--- config.mk ---
export PLATFORM = sky130hd
export DESIGN_NAME = reg_scoreboard
export DESIGN_NICKNAME = d
export VERILOG_FILES = /design/src/rtl/reg_scoreboard_pkg.sv /design/src/rtl/reg_scoreboard_sb_reg_cell.sv /design/src/rtl/reg_scoreboard.sv
export SDC_FILE = /design/constraint.sdc
export NUM_CORES = 1
export LEC_CHECK = 0
export CAP_MARGIN = 20
export CELL_PAD_IN_SITES_DETAIL_PLACEMENT = 0
export CELL_PAD_IN_SITES_GLOBAL_PLACEMENT = 1
export CORE_UTILIZATION = 45
export CTS_CLUSTER_DIAMETER = 50
export DETAILED_ROUTE_END_ITERATION = 10
export DONT_BUFFER_PORTS = 1
export MAX_ROUTING_LAYER = met4
export PLACE_DENSITY = 0.78
export SYNTH_ARGS = -nofsm -noshare
export SYNTH_HDL_FRONTEND = slang
export SYNTH_SLANG_ARGS = --single-unit
--- constraint.sdc ---
create_clock -name clk -period 5.9 [get_ports clk]
set_input_delay 0.885 -clock clk [delete_from_list [all_inputs] [get_ports clk]]
set_output_delay 0.885 -clock clk [all_outputs]
set_load 0.005 [all_outputs]
--- src/rtl/reg_scoreboard_pkg.sv ---
// Shared pipeline types for the register scoreboard: write descriptor,
// register address and producer kinds, plus the counter sizing constants.
package reg_scoreboard_pkg;

  typedef logic [4:0] creg_addr_t;

  typedef enum logic [1:0] {
    SRC_NOP = 2'd0,
    SRC_ALU = 2'd1,
    SRC_MEM = 2'd2
  } wr_src_e;

  typedef struct packed {
    logic       valid;
    wr_src_e    src;
    creg_addr_t dst;
    logic [31:0] value;
  } write_reg_t;

  localparam int unsigned SB_CNT_W   = 2;
  localparam int unsigned SB_CNT_MAX = (1 << SB_CNT_W) - 1;

endpackage

--- src/rtl/reg_scoreboard_sb_reg_cell.sv ---
// One scoreboard entry: outstanding-write counter and the producer kind of
// the youngest accepted writer for a single GPR.
module sb_reg_cell
  import reg_scoreboard_pkg::*;
#(
  parameter int unsigned CNT_W = SB_CNT_W
) (
  input  logic             clk,
  input  logic             resetn,
  input  logic             clr_i,
  input  logic             inc_i,
  input  logic             dec_i,
  input  wr_src_e          kind_i,
  output logic [CNT_W-1:0] cnt_o,
  output wr_src_e          kind_o
);

  logic [CNT_W-1:0] cnt_q, cnt_d;
  wr_src_e          kind_q, kind_d;

  always_comb begin
    cnt_d  = cnt_q;
    kind_d = kind_q;
    if (clr_i) begin
      cnt_d  = '0;
      kind_d = SRC_NOP;
    end else begin
      // Simultaneous inc and dec cancel; the kind still follows the new writer.
      if (inc_i && !dec_i) begin
        cnt_d = cnt_q + CNT_W'(1);
      end else if (dec_i && !inc_i) begin
        cnt_d = cnt_q - CNT_W'(1);
      end
      if (inc_i) begin
        kind_d = kind_i;
      end
    end
  end

  always_ff @(posedge clk or negedge resetn) begin
    if (!resetn) begin
      cnt_q  <= '0;
      kind_q <= SRC_NOP;
    end else begin
      cnt_q  <= cnt_d;
      kind_q <= kind_d;
    end
  end

  assign cnt_o  = cnt_q;
  assign kind_o = kind_q;

endmodule

--- src/rtl/reg_scoreboard.sv ---
// Register-hazard scoreboard between decode and issue: tracks outstanding GPR
// writes, gates issue on non-forwardable producers, retires on writeback.
module reg_scoreboard
  import reg_scoreboard_pkg::*;
#(
  parameter int unsigned CNT_W = SB_CNT_W
) (
  input  logic       clk,
  input  logic       resetn,
  input  logic       issue_valid,
  output logic       issue_ready,
  input  creg_addr_t issue_rs,
  input  logic       issue_rs_used,
  input  creg_addr_t issue_rt,
  input  logic       issue_rt_used,
  input  write_reg_t issue_wr,
  output logic       fwd_rs,
  output logic       fwd_rt,
  input  logic       wb_valid,
  input  creg_addr_t wb_dst,
  input  logic       flush,
  output logic       busy,
  output logic       err_underflow
);

  logic [CNT_W-1:0] cnt_all  [32];
  wr_src_e          kind_all [32];
  logic [31:1]      inc, dec;
  logic             rs_pend, rt_pend, hazard_rs, hazard_rt, dst_full;
  logic             accept, wr_ok, rel_ok;
  logic             err_q, err_d;
  logic             unused_value;

  assign unused_value = ^issue_wr.value;

  // r0 is never tracked: a constant empty entry keeps lookups uniform.
  assign cnt_all[0]  = '0;
  assign kind_all[0] = SRC_NOP;

  for (genvar r = 1; r < 32; r++) begin : g_cell
    sb_reg_cell #(
      .CNT_W(CNT_W)
    ) u_cell (
      .clk    (clk),
      .resetn (resetn),
      .clr_i  (flush),
      .inc_i  (inc[r]),
      .dec_i  (dec[r]),
      .kind_i (issue_wr.src),
      .cnt_o  (cnt_all[r]),
      .kind_o (kind_all[r])
    );
  end

  always_comb begin
    rs_pend   = issue_rs_used && (issue_rs != '0) && (cnt_all[issue_rs] != '0);
    rt_pend   = issue_rt_used && (issue_rt != '0) && (cnt_all[issue_rt] != '0);
    hazard_rs = rs_pend && (kind_all[issue_rs] != SRC_ALU);
    hazard_rt = rt_pend && (kind_all[issue_rt] != SRC_ALU);
    fwd_rs    = rs_pend && (kind_all[issue_rs] == SRC_ALU);
    fwd_rt    = rt_pend && (kind_all[issue_rt] == SRC_ALU);
    dst_full  = issue_wr.valid && (issue_wr.dst != '0) && (cnt_all[issue_wr.dst] == '1);

    issue_ready = !flush && !hazard_rs && !hazard_rt && !dst_full;
    accept      = issue_valid && issue_ready;
    wr_ok       = accept && issue_wr.valid && (issue_wr.dst != '0);
    rel_ok      = !flush && wb_valid && (wb_dst != '0);
  end

  always_comb begin
    inc = '0;
    dec = '0;
    for (int unsigned r = 1; r < 32; r++) begin
      inc[r] = wr_ok && (issue_wr.dst == r[4:0]);
      dec[r] = rel_ok && (wb_dst == r[4:0]) && (cnt_all[r] != '0);
    end
  end

  always_comb begin
    busy = 1'b0;
    for (int unsigned r = 1; r < 32; r++) begin
      busy = busy | (cnt_all[r] != '0);
    end
  end

  assign err_d = err_q | (rel_ok && (cnt_all[wb_dst] == '0));

  always_ff @(posedge clk or negedge resetn) begin
    if (!resetn) begin
      err_q <= 1'b0;
    end else begin
      err_q <= err_d;
    end
  end

  assign err_underflow = err_q;

endmodule

# After elaboration in Yosys (flattened, before gate mapping)
# Index checks and enable logic that the tools add are counted.
# totals
register_bits	125
output_inout_bits	5
inputBits	62
elab_cells	744
# classes
n_reduce_logical	340
bitwise	35
n_mux	173
magnitude_cmp	4
addsub	62
n_eq_ne	67
# ops
operator	count
two-way mux 2 bit	167
logical AND 1 bit	174
equality test 5 bit (second input constant)	32
nonzero test 2 bit	64
nonzero test 3 bit	31
equality test 5 x 4 -> 1 bit (second input constant)	16
logical NOT 1 bit	66
adder 2 x 1 -> 2 bit (second input constant)	31
subtractor 2 x 1 -> 2 bit (second input constant)	31
binary-select mux 2 bit (select 5 bit)	6
equality test 5 x 3 -> 1 bit (second input constant)	8
OR 1 bit	31
>= comparator 6 bit (second input constant)	4
inverter 5 -> 6 bit	4
equality test 5 x 2 -> 1 bit (second input constant)	4
nonzero test 5 bit	4
equality test 5 x 1 -> 1 bit (second input constant)	2
equality test 2 x 1 -> 1 bit (second input constant)	2
!= test 2 x 1 -> 1 bit (second input constant)	2
equality test 2 bit (second input constant)	1
logical NOT 2 bit	1

# Logic depth before layout (Yosys ltp)
# Gate-level depths: netlist of run 1.
# depth
ltp_word	31
mapped_depth	13
mapped_depth_nobuf	9

# Modules after synthesis
# From an unflattened synthesis of run 1, not the netlist that was laid out.
# hier_totals
hier_cells	936
area_unflattened_um2	8595.7
# by_module_without_submodules
mod	area_each_um2	seq_area_each_um2	cells_per_inst	instances
sb_reg_cell	181.4	100.1	16	31
reg_scoreboard	2971.6	25.0	440	1

# Worst setup path after synthesis of run 1
# No wires, ideal clock.
# synth_timing
path_kind	input port to output port
startpoint	in issue_rs[1]
endpoint	out issue_ready
slack_ns	2.170
cell_stages	10
arrival_ns	2.845
t_required_ns	5.015
path_buffers	3
path_cell_list	buf_2 > inv_1 > mux4_2 > a2bb2oi_1 > o211a_1 > nor3_1 > and2_4 > buf_2 > buf_2 > nor3_1
# synth_via
elab_chain_cells	11
elab_cells_between_ends	17
classes_between	1 x eq/ne; 6 x mux; 1 x bitwise; 9 x reduce/logical
# synth_rtl
item	line	text
start: declaration	reg_scoreboard.sv:12	input creg_addr_t issue_rs,
inverter 5 -> 6 bit (not written as such)	reg_scoreboard.sv:56, reg_scoreboard.sv:58	
binary-select mux 2 bit (select 5 bit)	reg_scoreboard.sv:56	rs_pend = issue_rs_used && (issue_rs != '0) && (cnt_all[issue_rs] != '0);
two-way mux 2 bit (not written as such) (2 in series)	reg_scoreboard.sv:56	
nonzero test 2 bit	reg_scoreboard.sv:56	
logical AND 1 bit	reg_scoreboard.sv:56	
logical AND 1 bit *	reg_scoreboard.sv:58	hazard_rs = rs_pend && (kind_all[issue_rs] != SRC_ALU);
logical NOT 1 bit *	reg_scoreboard.sv:64	issue_ready = !flush && !hazard_rs && !hazard_rt && !dst_full;
logical AND 1 bit * (3 in series)	reg_scoreboard.sv:64	
end: declaration	reg_scoreboard.sv:11	output logic issue_ready,
# Every way passes the cells marked *; elsewhere a longest branch is shown, timed or not. The select of a mux whose other input is x is not followed.

# Worst setup path in the final report of run 1
# layout_timing
startpoint	reg g_cell[30].u_cell.cnt_q[0]
endpoint	out issue_ready
# layout_via
elab_chain_cells	10
elab_cells_between_ends	23
classes_between	1 x eq/ne; 9 x mux; 13 x reduce/logical
# layout_rtl
item	line	text
start: declaration	reg_scoreboard_sb_reg_cell.sv:18	logic [CNT_W-1:0] cnt_q, cnt_d;
start signal: assignment	reg_scoreboard_sb_reg_cell.sv:45	cnt_q <= cnt_d;
binary-select mux 2 bit (select 5 bit)	reg_scoreboard.sv:56	
two-way mux 2 bit (not written as such) (2 in series)	reg_scoreboard.sv:56	
nonzero test 2 bit	reg_scoreboard.sv:56	
logical AND 1 bit	reg_scoreboard.sv:56	
logical AND 1 bit	reg_scoreboard.sv:58	
logical NOT 1 bit	reg_scoreboard.sv:64	
logical AND 1 bit (2 in series)	reg_scoreboard.sv:64	
logical AND 1 bit *	reg_scoreboard.sv:64	
# Marks and branches as above.

==> flow_summary.json, run 1 <==
{
  "status": "finished clean",
  "multi_input_area_um2": 5870,
  "pwr-share-seq_pct": 41.1,
  "cts.clk_slew.worst_paths_ns": 0.07,
  "postLayoutCellArea_um2": 10100,
  "clockBufferDepth": 2,
  "die_area_um2": 21600,
  "drt-initial-drc-count": 739,
  "leakage_nw": 3.99,
  "grt_pass1_wl_um": 47900,
  "arrival_ns": 2.95,
  "yosys-top-cells-count": "132 x nor2_1, 125 x dfrtp_1, 120 x nand2_1",
  "rows": 52,
  "placed_area_um2": 9480,
  "setup_tns_ns": 0,
  "place.gp.congestion": 0.946,
  "finalCritPeriodShare_pct": 65.0,
  "timing.rr.start": "g_cell[30].u_cell.cnt_o[0]",
  "core-area_um2": 20400,
  "cts_tree": "done",
  "place_hpwl_um": 20300,
  "r2r-end": "g_cell[22].u_cell.cnt_o[0]",
  "vias_per_cell": 6.51,
  "avgSynthCellArea_um2": 8.65,
  "synth_top_area_share_pct": 33.1,
  "antenna_left": 0,
  "p_clk_share_pct": 52.8,
  "synthFlopType": "dfrtp_1",
  "internal_power_mw": 1.54,
  "seqCellArea_um2": 3130,
  "syn_nets": 1153,
  "tightestPinTransition_ns": 1.00,
  "antenna_found_initial": 0,
  "crit_path_max_fanout": 22,
  "synthTopCellsByArea": "dfrtp_1 33%, mux2i_1 9.0%, nor2_1 5.3%, mux4_2 4.8%, nand2_1 4.8%",
  "crit_buf_inv": 0,
  "wire_per_inst_um": 23.0,
  "worstPathCellList": "nor2_1, a211oi_1, nor4_1, o22ai_1, a41o_1, and2_4, nor3_1",
  "max_freq_ghz": 0.261,
  "powerDensity_nw_per_um2": 208,
  "hold_class": "input pin to asynchronous set/reset pin",
  "grt_pass1_vias": 8062,
  "nets": 1102,
  "cp_slowest_cell": "dfrtp_1",
  "vias": 8616,
  "wl_um": 30400,
  "preCtsSetupSlack_ns": 2.02,
  "postCtsHoldBufs": 0,
  "area_delta_synth_final_pct": 6.91,
  "slowest_delay_ns": 0.44,
  "fill_cells": 1975,
  "fin_skew_ns": 0.0134,
  "gr-total-overflow": 0,
  "ioPinCount": 67,
  "combPwrFrac_pct": 6.1,
  "syn_area_um2": 9440,
  "post_cts_resized": 0,
  "synthArstFlopShare_pct": 100,
  "critPathLaunch": "g_cell[30].u_cell.cnt_o[0]",
  "hold_viol_final": 0,
  "hold_ws_ns": 0.150,
  "io_buffers": 0,
  "end_kind": "output pin",
  "relSlewSlack_pct": 32.6,
  "clock_latency_ns": 0.44,
  "cp_top_family": "simple AND/OR/NAND/NOR gates",
  "drive_above_1_share_pct": 9.21,
  "dp_cells": 1290,
  "rsz0062_at_grt": "no",
  "power_mw": 2.10,
  "synth_top_area_cell": "dfrtp_1",
  "antenna-diode-count": 0,
  "start_util_pct": 46.3,
  "yosysMostFrequentCell": "nor2_1",
  "grtUsageTotal_pct": 29.9,
  "synth-edff-count": 0,
  "cts-root-buf": "clkbuf_16",
  "switchingPower_uw": 552,
  "die_w_um": 147,
  "path_class": "flop to output pin",
  "utilization_pct": 49.5,
  "numCtsBuffers": 17,
  "r2r_slack_ns": 2.25,
  "final-setup-viol-count": 0,
  "crit_cells": 7,
  "ys_seq_area_share_pct": 33.1,
  "first_pass_iters": 5,
  "drc": 0,
  "synth-seq-cells": 125,
  "finalMaxSlewViolations": 0,
  "postSynthCellCount": 1091,
  "yosysUniqueCellTypes": 75,
  "setup_slack_ns": 2.06,
  "htreeDepth": 4,
  "maxCapViolCount": 0,
  "reg2regPathDepth": 9,
  "fin_cells": 1323,
  "startpoint_type": "flop",
  "vdd_drop_max_mv": 0.167,
  "cp.required_ns": 5.02,
  "period_minus_slack_ns": 3.84,
  "die_y_um": 147,
  "swShare_pct": 26.4,
  "post_cts_buffers": 0,
  "clock_sinks": 125,
  "yosysWarnings": 0,
  "grt_max_degree": 126
}
how the worst max path moves through the flow:
stage                                      end  slack [ns]
floorplan                          issue_ready        2.17
finish                             issue_ready        2.06
global route                       issue_ready        1.93
CTS                                issue_ready        2.15
detailed placement  g_cell[22].u_cell.cnt_o[0]        2.02
global placement    g_cell[22].u_cell.cnt_o[0]        2.02
final cells by class:
cell class | instances | share of cell area, %
Timing Repair Buffer | 8 | 0.571
Tap cell | 270 | 3.35
Multi-Input combinational cell | 862 | 58.2
Clock buffer | 18 | 4.25
Sequential cell | 125 | 31.0
Inverter | 26 | 0.967
Clock inverter | 14 | 1.70
flip-flops by register name, summed over array words and instances (netlist names):
signal / flops
g_cell.u_cell.kind_o: 62
g_cell.u_cell.cnt_o: 62
err_underflow: 1
power groups by stage:
stage          sequential [mW]  combinational, mW  clock [mW]
2_1_floorplan            0.876              0.132           0
3_3_place_gp             0.877              0.123           0
3_5_place_dp             0.877              0.124           0
4_1_cts                  0.861              0.125        1.12
5_1_grt                  0.861              0.135        1.16
6_report                 0.861              0.128        1.11
cells by family after synthesis:
family	share of synthesized area (%)
compound gates	14.0
simple gates	30.2
xor+xnor	2.51
buf+inv	4.75
flops	33.1
mux	15.4
placed cells by master (no fill, tap or decap), types with 15 or more instances in the layout:
master and n:
nor3b_1 24, nand2b_1 15, and2_1 23, nand3_1 38
o21ai_0 33, clkbuf_16 17, dfrtp_1 125, o211ai_1 19
mux2i_1 85, nand4_1 32, nor2b_1 18, nand2_1 120
xor2_1 15, a21oi_1 21, nor4_1 15, o311ai_0 28
nor4b_1 17, inv_1 24, nor3_1 41, nor2_1 132
mux4_2 20
routing by layer:
| layer | GRT usage, % | vias to the layer above | routed length (µm) | part of all wire, % |
|---|---|---|---|---|
| met3 | 7.30 | 54 | 2620 | 8.6 |
| met1 | 41.3 | 4259 | 13700 | 45 |
| met2 | 42.6 | 335 | 13400 | 44 |
| met4 | 9.95 | 0 | 699 | 2.3 |
| li1 | - | 3968 | - | - |
| met5 | - | - | 0 | 0 |
Power figures use the tool's default switching activity.
==> inputs of run 2 (changes only) <==
==> constraint.sdc (replaced) <==
create_clock -name clk -period 3.8 [get_ports clk]
set_input_delay 0.57 -clock clk [delete_from_list [all_inputs] [get_ports clk]]
set_output_delay 0.57 -clock clk [all_outputs]
set_load 0.005 [all_outputs]
==> run 2 against run 1 <==
Net effect:
- cell count rose by 1.8%
- combinational power rose by 84%
- via count rose by 0.74%
- worst hold slack got worse by 0.091 ns
- sequential share of layout area fell by 0.68 points
- clock power rose by 56%
- final area rose by 2.2%
- worst setup slack got worse by 1.8 ns
- first-iteration DRC count rose by 13%
- sequential power rose by 56%
- largest power group unchanged
==> flow_summary.json, run 2 (synthesis results as in run 1) <==
{
  "cts_tree": "done",
  "place.gp.congestion": 0.934,
  "cts.clk_slew.worst_paths_ns": 0.06,
  "wl_met1_um": 13500,
  "fill_cells": 1971,
  "grt_pass1_vias": 8213,
  "clock_latency_ns": 0.44,
  "post_cts_resized": 0,
  "top_layer": "met4",
  "finalCritPeriodShare_pct": 92.1,
  "vias_per_cell": 6.44,
  "antenna_found_initial": 0,
  "final_cell_mix": "132 x nor2_1, 125 x dfrtp_1, 120 x nand2_1",
  "drt-initial-drc-count": 832,
  "fin_skew_ns": 0.0121,
  "hold_class": "input pin to asynchronous set/reset pin",
  "rsz0062_at_grt": "no",
  "clock_sinks": 125,
  "htreeDepth": 4,
  "ioPinCount": 67,
  "leakage_nw": 4.13,
  "core-area_um2": 20400,
  "antenna_left": 0,
  "nets": 1126,
  "die_w_um": 147,
  "die_y_um": 147,
  "drc": 0,
  "period_minus_slack_ns": 3.50,
  "maxCapViolCount": 0,
  "cp_slowest_cell": "nor2_1",
  "relSlewSlack_pct": 46.7,
  "cts-root-buf": "clkbuf_16",
  "drive_above_1_share_pct": 11.3,
  "vias": 8680,
  "vdd_drop_max_mv": 0.253,
  "end_kind": "output pin",
  "final-setup-viol-count": 0,
  "startpoint_type": "flop",
  "arrival_ns": 2.93,
  "status": "finished clean",
  "grt_max_degree": 126,
  "wl_met2_um": 13000,
  "post_cts_buffers": 0,
  "cp.required_ns": 3.23,
  "finalMaxSlewViolations": 0,
  "max_freq_ghz": 0.286,
  "slowest_delay_ns": 0.45,
  "antenna-diode-count": 0,
  "first_pass_iters": 5,
  "final_common_cell": "nor2_1",
  "crit_path_max_fanout": 22,
  "die_area_um2": 21600,
  "setup_tns_ns": 0,
  "postCtsHoldBufs": 1,
  "grtUsageTotal_pct": 30.0,
  "wl_um": 30300,
  "clockBufferDepth": 2,
  "io_buffers": 0,
  "grt_pass1_wl_um": 48000,
  "worstPathCellList": "nor2_1, a2111oi_0, nor4_1, o22ai_1, a41o_1, and2_4, nor3_1",
  "cp_top_family": "simple AND/OR/NAND/NOR gates",
  "hold_viol_final": 0,
  "power_mw": 3.30,
  "rows": 52,
  "gr-total-overflow": 0,
  "crit_buf_inv": 0,
  "path_class": "flop to output pin",
  "area_delta_synth_final_pct": 9.29,
  "start_util_pct": 46.3,
  "wire_per_inst_um": 22.5,
  "place_hpwl_um": 20500,
  "powerDensity_nw_per_um2": 320,
  "met3WireLength_um": 2850,
  "tightestPinTransition_ns": 0.792,
  "numCtsBuffers": 17
}
## run 2: layout make-up
class                           instances  area (µm²)  area share (%)
Multi-Input combinational cell        862        5870            56.9
Sequential cell                       125        3130            30.3
Clock buffer                           18         439            4.26
Tap cell                              270         338            3.28
Timing Repair Buffer                   32         273            2.64
Clock inverter                         14         171            1.66
Inverter                               26        97.6           0.946
## run 2: worst paths after layout
path	end	slack, ns	cells after the start	startpoint
max reg2reg	g_cell[1].u_cell.cnt_o[0]	0.44	9	g_cell[28].u_cell.cnt_o[0]
min in group clk	g_cell[3].u_cell.cnt_o[0]	0.23	1	flush
max	issue_ready	0.30	7	g_cell[28].u_cell.cnt_o[0]
min	g_cell[8].u_cell.cnt_o[1]	0.06	1	resetn
max in group asynchronous	g_cell[28].u_cell.cnt_o[1]	3.13	1	resetn
min reg2reg	err_underflow	0.48	1	err_underflow
## run 2: report_power, final
| part | internal (mW) | switching [mW] | total (mW) |
|---|---|---|---|
| Sequential | 1.33 | 0.00347 | 1.34 |
| Clock | 1.01 | 0.720 | 1.73 |
| Combinational | 0.0798 | 0.155 | 0.235 |
| Total | 2.42 | 0.878 | 3.30 |
## run 2: metrics by stage
step                      instance area, µm²  util [%]  cells  hold slack (ns)  setup slack [ns]
after detailed placement                9680      47.5   1314            0.282             0.401
after global placement                  9680      47.5   1314            0.283             0.448
after global routing                   10300      50.6   1347            0.138             0.152
final                                  10300      50.6   1347           0.0588             0.300
after CTS                              10300      50.6   1347            0.149             0.403
after floorplan                         9440         -   1091            0.274             0.700
## run 2: metal layers
metal / vias up / global-route usage [%]
li1: 4013 / -
met1: 4219 / 40.8
met2: 372 / 41.8
met3: 76 / 8.66
met4: 0 / 11.6
met5: - / -
